[src/rtl/wb_pkg.sv]
// Writeback sequencer shared definitions: op encodings, FSM states,
// writeback mux select constants and the JAL link register index.
package wb_pkg;

  localparam logic [2:0] OP_ALU  = 3'd0;
  localparam logic [2:0] OP_LOAD = 3'd1;
  localparam logic [2:0] OP_MFHI = 3'd2;
  localparam logic [2:0] OP_MFLO = 3'd3;
  localparam logic [2:0] OP_JAL  = 3'd4;

  // Select order is {sel_jump, sel_hilo, sel_memtoreg}.
  localparam logic [2:0] SEL_ALU  = 3'b000;
  localparam logic [2:0] SEL_LOAD = 3'b001;
  localparam logic [2:0] SEL_MFHI = 3'b010;
  localparam logic [2:0] SEL_MFLO = 3'b011;
  localparam logic [2:0] SEL_JAL  = 3'b100;

  localparam logic [4:0] LINK_REG = 5'd31;

  typedef enum logic [1:0] {
    IDLE,
    WAIT_MEM,
    WAIT_HILO,
    WRITE
  } wb_state_e;

endpackage

[src/rtl/wb_sequencer.sv]
// Writeback sequencer: accepts one writeback request at a time from decode,
// waits for load data or a busy HI/LO unit as needed, then issues a single
// register-file write with the matching writeback mux selects.
//   clk, rst_n            clock, async active-low reset
//   wb_valid/wb_ready     request handshake (ready only in IDLE)
//   wb_op, wb_rd          op class and destination register
//   mem_valid             load data valid
//   hilo_busy             HI/LO still being updated
//   sel_*                 writeback mux selects (registered)
//   reg_write, reg_waddr  register-file write port (registered)
//   wb_err                one-cycle pulse on illegal op or load timeout
module wb_sequencer
  import wb_pkg::*;
#(
  parameter int unsigned MEM_TIMEOUT = 15
) (
  input  logic       clk,
  input  logic       rst_n,
  input  logic       wb_valid,
  output logic       wb_ready,
  input  logic [2:0] wb_op,
  input  logic [4:0] wb_rd,
  input  logic       mem_valid,
  input  logic       hilo_busy,
  output logic       sel_memtoreg,
  output logic       sel_hilo,
  output logic       sel_jump,
  output logic       reg_write,
  output logic [4:0] reg_waddr,
  output logic       wb_err
);

  localparam logic [3:0] TIMEOUT_CNT = 4'(MEM_TIMEOUT);

  wb_state_e  state_q, state_d;
  logic [3:0] cnt_q, cnt_d;
  logic [3:0] cnt_inc;
  logic [2:0] sel_q, sel_d;
  logic [4:0] waddr_q, waddr_d;
  logic       reg_write_q, reg_write_d;
  logic       wb_err_q, wb_err_d;
  logic       wb_ready_q, wb_ready_d;

  always_ff @(posedge clk or negedge rst_n) begin
    if (!rst_n) begin
      state_q     <= IDLE;
      cnt_q       <= '0;
      sel_q       <= SEL_ALU;
      waddr_q     <= '0;
      reg_write_q <= 1'b0;
      wb_err_q    <= 1'b0;
      wb_ready_q  <= 1'b1;
    end else begin
      state_q     <= state_d;
      cnt_q       <= cnt_d;
      sel_q       <= sel_d;
      waddr_q     <= waddr_d;
      reg_write_q <= reg_write_d;
      wb_err_q    <= wb_err_d;
      wb_ready_q  <= wb_ready_d;
    end
  end

  always_comb begin
    state_d  = state_q;
    cnt_d    = cnt_q;
    sel_d    = sel_q;
    waddr_d  = waddr_q;
    wb_err_d = 1'b0;
    cnt_inc  = cnt_q + 4'd1;

    unique case (state_q)
      IDLE: begin
        sel_d = SEL_ALU;
        if (wb_valid && wb_ready_q) begin
          waddr_d = (wb_op == OP_JAL) ? LINK_REG : wb_rd;
          case (wb_op)
            OP_ALU: begin
              sel_d   = SEL_ALU;
              state_d = WRITE;
            end
            OP_LOAD: begin
              sel_d   = SEL_LOAD;
              cnt_d   = '0;
              state_d = WAIT_MEM;
            end
            OP_MFHI, OP_MFLO: begin
              sel_d   = (wb_op == OP_MFHI) ? SEL_MFHI : SEL_MFLO;
              state_d = hilo_busy ? WAIT_HILO : WRITE;
            end
            OP_JAL: begin
              sel_d   = SEL_JAL;
              state_d = WRITE;
            end
            default: wb_err_d = 1'b1;
          endcase
        end
      end
      WAIT_MEM: begin
        // Data arriving on the timeout cycle still completes the load.
        if (mem_valid) begin
          state_d = WRITE;
        end else begin
          cnt_d = cnt_inc;
          if (cnt_inc == TIMEOUT_CNT) begin
            state_d  = IDLE;
            sel_d    = SEL_ALU;
            wb_err_d = 1'b1;
          end
        end
      end
      WAIT_HILO: begin
        if (!hilo_busy) state_d = WRITE;
      end
      WRITE: begin
        state_d = IDLE;
        sel_d   = SEL_ALU;
      end
      default: begin
        state_d = IDLE;
        sel_d   = SEL_ALU;
      end
    endcase

    // Outputs are registered, so they are derived from the next state.
    reg_write_d = (state_d == WRITE) && (waddr_d != '0);
    wb_ready_d  = (state_d == IDLE);
  end

  assign wb_ready     = wb_ready_q;
  assign sel_jump     = sel_q[2];
  assign sel_hilo     = sel_q[1];
  assign sel_memtoreg = sel_q[0];
  assign reg_write    = reg_write_q;
  assign reg_waddr    = waddr_q;
  assign wb_err       = wb_err_q;

endmodule

[config.mk]
export PLATFORM = sky130hd
export DESIGN_NAME = wb_sequencer
export DESIGN_NICKNAME = d
export VERILOG_FILES = /design/src/rtl/wb_pkg.sv /design/src/rtl/wb_sequencer.sv
export SDC_FILE = /design/constraint.sdc
export NUM_CORES = 1
export LEC_CHECK = 0
export CORE_UTILIZATION = 46
export CTS_CLUSTER_SIZE = 25
export DETAILED_ROUTE_END_ITERATION = 8
export PLACE_DENSITY = 0.88
export SLEW_MARGIN = 20
export SYNTH_ARGS = -nofsm -noshare
export SYNTH_HDL_FRONTEND = slang
export SYNTH_SLANG_ARGS = --single-unit
[constraint.sdc]
create_clock -name clk -period 2 [get_ports clk]
set_clock_uncertainty 0.2 [all_clocks]
set_input_delay 0.4 -clock clk [delete_from_list [all_inputs] [get_ports clk]]
set_output_delay 0.4 -clock clk [all_outputs]
set_load 0.01 [all_outputs]
==> flow_summary_export.csv <==
group,metric,value,unit
timing,final_hold_viol_count,0,
route,detailroute.via_count,763,
route,wl_met2,1020,um
power,p_leak,0.530,nW
power,internal_power,0.954,mW
floorplan,rows,15,
timing,setup_viol,0,
cells_and_area,final_cells,137,
yosys,ys_ff_latch,17,
yosys,yosysWarnings,0,
floorplan,die_h,45.4,um
timing,drv_slew,0,
clock_tree,postCtsSetupBuffers,0,
yosys,yosysUniqueCellTypes,36,
route,firstDrtPassIters,4,
hold_path,hold_path_class,"in2async",
power,p_sw_frac,0.372,
setup_path,required,1.40,ns
timing,grt_setup_unrepaired,"false",
route,dr_wl_met3,82,um
cells_and_area,fin_util,0.694,
route,avgViaCountPerCell,5.57,
timing,max_freq,536,MHz
placement,gp_congestion,0.800,
setup_path,critPathCaptureType,"output port",
cells_and_area,drive_above_1_share,0.161,
setup_path,path_cells,"clkdlybuf4s50_1",
clock_tree,cts_tree,"done",
status,status,"finished, final reports clean",
setup_path,worst_path_largest_cell_delay,0.55,ns
floorplan,core_area,1750,sq um
setup_path,critPathKind,"reg2out",
floorplan,dieArea,2060,sq um
power,vdd.ir_drop.worst,0.000691,V
setup_path,cp_num_buf_inv,1,
floorplan,floorplan.initialDensity,0.496,
setup_path,crit_slowest_cell,"clkdlybuf4s50_1",
setup_path,startpoint,"reg_waddr[3]",
yosys,synth_area_per_cell,11.1,sq um
yosys,synthCells,78,
timing,tns,0,ns
power,pwr-share-seq,0.398,
route,wirelength,2080,um
timing,worst_pin_slew,0.355,ns
timing,period_share,0.933,
yosys,syn_nets,93,
yosys,syn-cell-area,866,sq um
setup_path,path_max_fanout,3,
cells_and_area,n_antenna_cell,0,
grt,grt_use_total,0.239,
power,power_density,1250,nW/um^2
placement,hpwl,1620,um
route,highest-signal-layer,"met4",
grt,grt_max_degree,11,
route,dr.first_iter.drc_count,23,
clock_tree,cts_max_level,1,
clock_tree,clkTransAtPathRegs,0.10,ns
clock_tree,cts_buffers,3,
grt,grt_remaining_overflow,0,
timing,min_period,1.87,ns
route,route.detailed.drc,0,
clock_tree,cts_max_path_buffers,2,
floorplan,die-width,45.4,um
clock_tree,post_cts_resized,0,
setup_path,rrSetupSlack,0.17,ns
setup_path,crit_family,"buffers and inverters",
clock_tree,postCtsHoldBufs,0,
route,wl_met1,930,um
setup_path,worst_ep_arrival_time,1.27,ns
cells_and_area,fill_cells,129,
power,p_clk_frac,0.129,
clock_tree,cts.sinks,17,
placement,io_buffers,23,
route,wire_per_inst,15.2,um
clock_tree,root_buffer,"clkbuf_4",
cells_and_area,area_delta_synth_final,39.9,%
run,maxCapViolCount,0,
power,switchingPower,0.565,mW
setup_path,r2r_start,"cnt_q[0]",
grt,grt_pass1_vias,782,
setup_path,critPathLaunchType,"flip-flop",
grt,grt_antenna_before_repair,0,
placement,dp_cells,133,
clock_tree,clk_latency,0.30,ns
grt,grt_pass1_wl,3440,um
floorplan,num_io_pins,24,
power,power_frac_comb,0.473,
yosys,ys_seq_area_frac,0.493,
cells_and_area,fin_nets,128,
timing,timing.slew.headroom,0.764,
route,drt.antenna.violating_nets,0,
[area by class of cell]
cell class,instances,area [sq um],share of cell area
repair buffers,31,293,0.242
flip-flops and latches,17,427,0.352
multi-input cells,55,415,0.343
clock buffers,4,26.3,0.0217
well taps,25,31.3,0.0258
inverters,5,18.8,0.0155
[registers in the layout (all words and copies together) (netlist names)]
name	cells
wb_err	1
state_q	2
cnt_q	4
sel_q	3
reg_waddr	5
reg_write	1
wb_ready	1
[path summary, 6_finish.rpt]
kind	endpoint	cells past startpoint
setup / recovery	reg_waddr[3]	1
hold / removal	wb_err	1
setup reg to reg	sel_q[1]	4
hold reg to reg	sel_q[2]	1
max in group asynchronous	cnt_q[1]	2
min in group clk	sel_q[2]	1
[stage by stage]
| stage | setup slack, ns | power (mW) | cell area (sq um) | hold slack, ns |
|---|---|---|---|---|
| after floorplan | 0.323 | 1.00 | 866 | -0.0956 |
| after global placement | 0.0346 | 1.29 | 1180 | 0.277 |
| after detailed placement | -0.0163 | 1.33 | 1180 | 0.281 |
| after CTS | 0.0278 | 1.52 | 1210 | 0.162 |
| after global routing | 0.0744 | 1.61 | 1210 | 0.177 |
| final | 0.135 | 1.52 | 1210 | 0.147 |
[synth_stat cells]
cell       instances  area (sq um)
dfrtp_1           16           400
inv_1              5          18.8
a21oi_1            4          20.0
nand2_1            4          15.0
nor2_1             4          15.0
nor2b_1            4          25.0
o22a_1             4          35.0
o21ai_0            3          15.0
a221o_1            2          20.0
a22o_1             2          17.5
and3_1             2          12.5
ha_1               2          25.0
nand2b_1           2          12.5
nor3_1             2          10.0
a2111oi_4          1          27.5
a21bo_2            1          10.0
a21boi_0           1          7.51
a21o_1             1          7.51
a22o_2             1          10.0
a31oi_1            1          6.26
a32oi_1            1          8.76
a41o_1             1          10.0
buf_2              1          5.00
dfstp_2            1          26.3
mux2_2             1          11.3
nand3_1            1          5.00
nand3b_1           1          7.51
nand4bb_1          1          11.3
nor4_1             1          6.26
nor4bb_1           1          10.0
o21ai_2            1          8.76
o21bai_2           1          11.3
o2bb2ai_1          1          8.76
o32ai_1            1          8.76
or4_1              1          7.51
xnor2_1            1          8.76
[power by group through the flow]
stage	Sequential, mW	Combinational, mW	Clock (mW)
detailed placement	0.611	0.715	0
global placement	0.603	0.686	0
floorplan	0.625	0.378	0
global route	0.626	0.775	0.206
finish	0.604	0.718	0.196
CTS	0.604	0.720	0.193
[metal layers]
layer	GRT usage	vias up
li1	-	365
met1	0.333	374
met3	0.0357	5
met5	0	-
met4	0.121	0
met2	0.363	19
[kinds of logic after synthesis]
kind of cell               count (synthesis)  share of synthesized area
and+or+nand+nor                           24                      0.159
muxes                                      1                     0.0130
DFF                                       17                      0.493
xor gates and xnor gates                   1                     0.0101
adders and majority gates                  2                     0.0289
buffers and inverters                      6                     0.0275
AOI/OAI and AO/OA                         27                      0.269
[cell usage in the layout (no fill, tap or decap), drive strengths merged, types with 4 or more instances in the layout]
cell           Yosys  routed
a21oi              4       4
buf                1       8
clkbuf             0       4
clkdlybuf4s50      0      22
dfrtp             16      16
inv                5       5
nand2              4       4
nor2               4       4
nor2b              4       4
o21ai              4       4
o22a               4       4
No activity file was read; power rests on OpenSTA's default activity.
